$ cat config.mk
export PLATFORM = sky130hd
export DESIGN_NAME = priority_arbiter_8
export DESIGN_NICKNAME = d
export VERILOG_FILES = /design/src/rtl/priority_arbiter_8.sv
export SDC_FILE = /design/constraint.sdc
export NUM_CORES = 1
export LEC_CHECK = 0
export CORE_MARGIN = 2
export CORE_UTILIZATION = 30
export CTS_CLUSTER_DIAMETER = 40
export DETAILED_ROUTE_END_ITERATION = 10
export HOLD_SLACK_MARGIN = 0.03
export SLEW_MARGIN = 20
export SYNTH_ARGS = -nofsm -noshare
export SYNTH_HDL_FRONTEND = slang
export SYNTH_SLANG_ARGS = --single-unit
$ cat constraint.sdc
create_clock -name clk -period 8 [get_ports clk]
set_input_delay 1.6 -clock clk [delete_from_list [all_inputs] [get_ports clk]]
set_output_delay 1.6 -clock clk [all_outputs]
set_load 0.1 [all_outputs]
$ cat src/rtl/priority_arbiter_8.sv
`timescale 1ns/1ps
// priority_arbiter_8
//   Shares one resource among eight requesters. Fixed priority (highest index
//   wins) or round-robin (search downward from the last granted index).
//   A grant is held until the owner drops its request, enable falls, or the
//   hold limit expires, at which point the grant moves on.
//
// Parameters
//   MAX_HOLD  max consecutive cycles a grant is held before forced
//             re-arbitration; 0 disables the limit
//   CNT_W     hold-counter width, 2**CNT_W > MAX_HOLD
//
// Ports
//   clk        rising-edge clock
//   rst_n      asynchronous active-low reset
//   enable     arbitration enable; low forces all grants off
//   rr_mode    0 = fixed priority, 1 = round-robin
//   req[7:0]   level requests, held until served
//   gnt[7:0]   registered one-hot grant, zero when idle
//   gnt_id     encoded index of the owner, 0 when idle
//   gnt_valid  high while a grant is active
//   timeout    one-cycle pulse when the hold limit is reached
module priority_arbiter_8 #(
    parameter int MAX_HOLD = 16,
    parameter int CNT_W    = 5
) (
    input  logic       clk,
    input  logic       rst_n,
    input  logic       enable,
    input  logic       rr_mode,
    input  logic [7:0] req,
    output logic [7:0] gnt,
    output logic [2:0] gnt_id,
    output logic       gnt_valid,
    output logic       timeout
);

    typedef enum logic {
        IDLE  = 1'b0,
        GRANT = 1'b1
    } state_t;

    // Counter value on the last permitted hold cycle. Only used when a
    // limit is configured, so the wrap for MAX_HOLD = 0 is harmless.
    localparam logic [CNT_W-1:0] HOLD_LAST = CNT_W'(MAX_HOLD - 1);

    state_t           r_state;
    logic [2:0]       r_gnt_id;
    logic [7:0]       r_gnt;
    logic [CNT_W-1:0] r_hold_cnt;
    logic [2:0]       r_last_id;
    logic             r_timeout;

    state_t           w_next_state;
    logic [2:0]       w_next_id;
    logic [7:0]       w_next_gnt;
    logic [CNT_W-1:0] w_next_cnt;
    logic [2:0]       w_next_last;
    logic             w_next_tmo;

    logic [7:0]       w_owner_mask;
    logic [3:0]       w_pick_all;
    logic [3:0]       w_pick_oth;

    // Returns {found, index}. Fixed mode: highest set bit. Round-robin:
    // first set bit searching down from last-1 with wrap, so 'last' itself
    // is checked at the very end and has the lowest priority.
    function automatic logic [3:0] pick(input logic [7:0] mask,
                                        input logic       rr,
                                        input logic [2:0] last);
        logic [3:0] res;
        logic [2:0] idx;
        res = 4'b0000;
        if (!rr) begin
            for (int i = 0; i < 8; i++) begin
                if (mask[i]) res = {1'b1, 3'(i)};
            end
        end else begin
            // Walk from the farthest offset to the nearest so the nearest
            // set bit is the final assignment.
            for (int k = 8; k >= 1; k--) begin
                idx = 3'(int'(last) + 8 - k);
                if (mask[idx]) res = {1'b1, idx};
            end
        end
        return res;
    endfunction

    assign w_owner_mask = 8'(1) << r_gnt_id;
    assign w_pick_all   = pick(req, rr_mode, r_last_id);
    assign w_pick_oth   = pick(req & ~w_owner_mask, rr_mode, r_last_id);

    always_comb begin
        w_next_state = r_state;
        w_next_id    = r_gnt_id;
        w_next_cnt   = r_hold_cnt;
        w_next_last  = r_last_id;
        w_next_tmo   = 1'b0;
        w_next_gnt   = 8'h00;

        case (r_state)
            IDLE: begin
                if (enable && (req != 8'h00)) begin
                    w_next_state = GRANT;
                    w_next_id    = w_pick_all[2:0];
                    w_next_last  = w_pick_all[2:0];
                    w_next_cnt   = '0;
                end
            end
            GRANT: begin
                if (!enable) begin
                    w_next_state = IDLE;
                    w_next_id    = 3'd0;
                    w_next_cnt   = '0;
                end else if (!req[r_gnt_id]) begin
                    // Owner released: hand straight over, no idle cycle.
                    w_next_cnt = '0;
                    if (w_pick_all[3]) begin
                        w_next_id   = w_pick_all[2:0];
                        w_next_last = w_pick_all[2:0];
                    end else begin
                        w_next_state = IDLE;
                        w_next_id    = 3'd0;
                    end
                end else if ((MAX_HOLD != 0) && (r_hold_cnt == HOLD_LAST)) begin
                    // Hold limit: pulse timeout, move on if anyone else waits,
                    // otherwise restart the hold window for the lone owner.
                    w_next_tmo = 1'b1;
                    w_next_cnt = '0;
                    if (w_pick_oth[3]) begin
                        w_next_id   = w_pick_oth[2:0];
                        w_next_last = w_pick_oth[2:0];
                    end
                end else if (r_hold_cnt != '1) begin
                    w_next_cnt = r_hold_cnt + 1'b1;
                end
            end
            default: begin
                w_next_state = IDLE;
                w_next_id    = 3'd0;
                w_next_cnt   = '0;
            end
        endcase

        if (w_next_state == GRANT) begin
            w_next_gnt = 8'(1) << w_next_id;
        end
    end

    always_ff @(posedge clk or negedge rst_n) begin
        if (!rst_n) begin
            r_state    <= IDLE;
            r_gnt_id   <= 3'd0;
            r_gnt      <= 8'h00;
            r_hold_cnt <= '0;
            r_last_id  <= 3'd0;
            r_timeout  <= 1'b0;
        end else begin
            r_state    <= w_next_state;
            r_gnt_id   <= w_next_id;
            r_gnt      <= w_next_gnt;
            r_hold_cnt <= w_next_cnt;
            r_last_id  <= w_next_last;
            r_timeout  <= w_next_tmo;
        end
    end

    assign gnt       = r_gnt;
    assign gnt_id    = r_gnt_id;
    assign gnt_valid = (r_state == GRANT);
    assign timeout   = r_timeout;

endmodule

==> out/qor.yml <==
clock_network:
  insertion_delay_ns: 0.26
  post_cts_resize_count: 0
  cts-hold-fix-buffers: 0
  cts_tree: "built"
  cts_buffer_depth: 2
  clock_tree.htree_level_count: 1
  cts.sink_count: 21
  clkSlewWorstSetupHoldPaths_ns: 0.08
  clock-root-buffer: "clkbuf_8"
  postCtsSetupBuffers: 0
  cts-buffers-inserted: 3
run:
  maxCapViolations: 0
yosys:
  synth_area_leader_cell: "dfrtp_1"
  synth.cell_area_um2: 2949
  synth.ff_latch_count: 21
  synth_nets: 377
  syn-instance-count: 362
  async_flop_share: 1.000
  ys_seq_area_frac: 0.1782
  netlist-cell-type-count: 72
  mean_syn_cell_area_um2: 8.147
  synth_ff_type: "dfrtp_1"
  synthTopCellsByArea: "dfrtp_1 18%, mux4_2 9.2%, mux2_2 4.2%, nand2_1 3.7%, nor2_1 3.3%"
  number_of_flops_mapped_to_enable_cells_by_yosys: 0
  yosysWarningCount: 0
  yosys.area.top_type_share: 0.1782
grt:
  global_route.usage.met3: 0.03051
  grt_overflow_total: 0
  busiest_layer: "met2"
  groute.layer.met2.usage: 0.2867
  grt_antenna_before_repair: 0
  track_usage: 0.1731
  grt_max_degree: 39
  grtUsageMet1: 0.2364
  grt_first_pass_wirelength_mm: 14.47
  via_count_of_the_first_global_routing_pass: 2801
floorplanning:
  top_level_port_count: 25
  core_region_area_um2: 9639
  die_w_um: 103.1
  floorplan.initialDensity: 0.3059
  dieArea_um2: 10640
  die_y_um: 103.1
  std_cell_rows: 36
setup_path:
  critPathMaxFanout: 16
  critPathMaxStageDelay_ns: 0.72
  startpoint_type: "input pin"
  start_to_end_type_of_the_worst_setup_path: "in2reg"
  arrival_ns: 4.91
  crit_chain: "clkdlybuf4s50_1 > nor2b_1 > a32o_1 > mux4_2 > a2111oi_4 > a2111oi_2 > o31ai_1 > a221oi_2 > nor4_1"
  reg2reg_slack_ns: 3.60
  worstPathRequired_ns: 8.15
  cp-end-kind: "flop"
  critical-path-top-delay-family: "compound AO/OA/AOI/OAI gates"
  critical_path_buf_inv_count: 1
  cp_slowest_cell: "clkdlybuf4s50_1"
layout:
  final_net_count: 379
  area_growth_syn_to_layout_pct: 11.33
  most_common_cell_after_layout_fill_and_taps_aside: "nand2_1"
  core_utilization_of_the_finished_layout: 0.3406
  layout-drive-gt1-share: 0.1157
  num_antenna_cells: 0
  mostFrequentLayoutCells: "29 x nand2_1, 26 x nor2_1, 24 x clkdlybuf4s50_1, 21 x dfrtp_1, 19 x a21oi_1"
  fillCellCount: 1039
timing:
  finalMaxSlewViolations: 0
  whs_ns: 0.4878
  achievable-frequency_ghz: 0.2105
  setup_viol_count_final: 0
  finalSetupTns_ns: 0
  finalCritPeriodShare: 0.5940
  finalWorstPathRequiredPeriod_ns: 4.752
  grt_setup_unrepaired: "no"
  hold_viol_final: 0
  clock-skew-final_ns: 0.005109
  slew_headroom: 0.3493
  worst_max_slew_pin_slew_ns: 0.9729
drt:
  remaining_drc_errors: 0
  routed-via-count: 2963
  drtAntennaViolNets: 0
  number_of_vias_per_cell: 5.974
  post_dr_wirelength_cell_um: 18.09
  drt_pre_antenna_iters: 5
  routed_wl_mm: 8.974
  drt_iter0_drc: 274
placed_design:
  detailedPlacementHpwl_mm: 6.707
  number_of_port_buffers: 24
  gp_routability_congestion: 0.8697
run_status:
  outcome: "finished, final reports clean"
min_path:
  min-delay-path-class: "reg2reg"
## state kept, by name, indices dropped and copies added (netlist names)
register and count:
gnt 8, gnt_id 3, gnt_valid 1, timeout 1
r_last_id 3, r_hold_cnt 5
## final cells by class
class                           instances  area, um2  share of cell area
Multi-Input combinational cell        294       2218              0.6757
Sequential cell                        21      525.5              0.1601
Timing Repair Buffer                   27      262.8             0.08003
Tap cell                              133      166.4             0.05069
Inverter                               17      63.81             0.01944
Clock buffer                            3      41.29             0.01258
Clock inverter                          1      5.005            0.001524
## cell usage after synthesis, types with 3 or more instances
library cell	number
nor2b_1	7
and3_1	4
a22oi_1	5
a221o_1	5
mux4_2	12
nor2_1	26
nand2_1	29
xnor2_1	3
nor3_1	7
inv_1	16
nand3_1	12
o211ai_1	4
nand3b_1	7
buf_4	5
and2_1	7
o311a_1	3
mux2_2	11
nor4_1	5
a211oi_1	7
o31ai_1	7
and3b_1	3
o22ai_1	5
a31oi_1	4
a21o_1	5
nand2b_1	5
mux2i_1	9
clkbuf_1	21
o21ai_0	17
o221ai_1	6
a221oi_1	7
ha_1	3
a22o_1	4
o22a_1	3
a21oi_1	19
dfrtp_1	21
## through the flow
step                worst slack [ns]  std cells  cell area [um2]
finish                         3.248        496             3283
global route                   2.939        496             3283
CTS                            3.278        496             3283
detailed placement             3.018        492             3237
global placement               3.008        492             3237
floorplan                      3.997        362             2949
## metal layers
metal / share of wire / vias to the layer above
met1: 0.45 / 1408
met3: 0.066 / 14
li1: - / 1429
met5: 0 / -
met2: 0.47 / 112
met4: 0.019 / 0
## final timing paths
check	from	end	cells past startpoint
worst max-delay path	req[7]	gnt[2]	9
worst min-delay path	r_hold_cnt[4]	timeout	1
worst max register to register	r_last_id[0]	gnt[4]	12
worst min register to register	r_hold_cnt[4]	timeout	1
max in group asynchronous	rst_n	gnt_id[2]	1
min in group asynchronous	rst_n	r_hold_cnt[0]	1
## worst reg2reg max path, delay by kind of cell (launching register included)
family | cells | cell delay (ns)
multiplexers | 2 | 0.89
AO/OA/AOI/OAI | 3 | 0.79
adder cells (fa/ha/maj) | 1 | 0.85
AND/OR/NAND/NOR | 3 | 0.67
buffers and inverters | 3 | 0.76
flip-flops | 1 | 0.33
## cell families (layout without fill, tap and decap cells)
| family | Yosys count | after routing | share of synthesized area |
|---|---|---|---|
| compound gates | 128 | 128 | 0.3318 |
| xor+xnor | 5 | 5 | 0.01485 |
| fa+ha+maj | 3 | 3 | 0.01273 |
| buf+inv | 47 | 48 | 0.06958 |
| flops | 21 | 21 | 0.1782 |
| mux | 32 | 32 | 0.1642 |
| simple gates | 126 | 126 | 0.2287 |
Power is left out: the tool's default activity adds up to more than one toggle a clock period on the data nets, which glitch-free logic cannot reach.
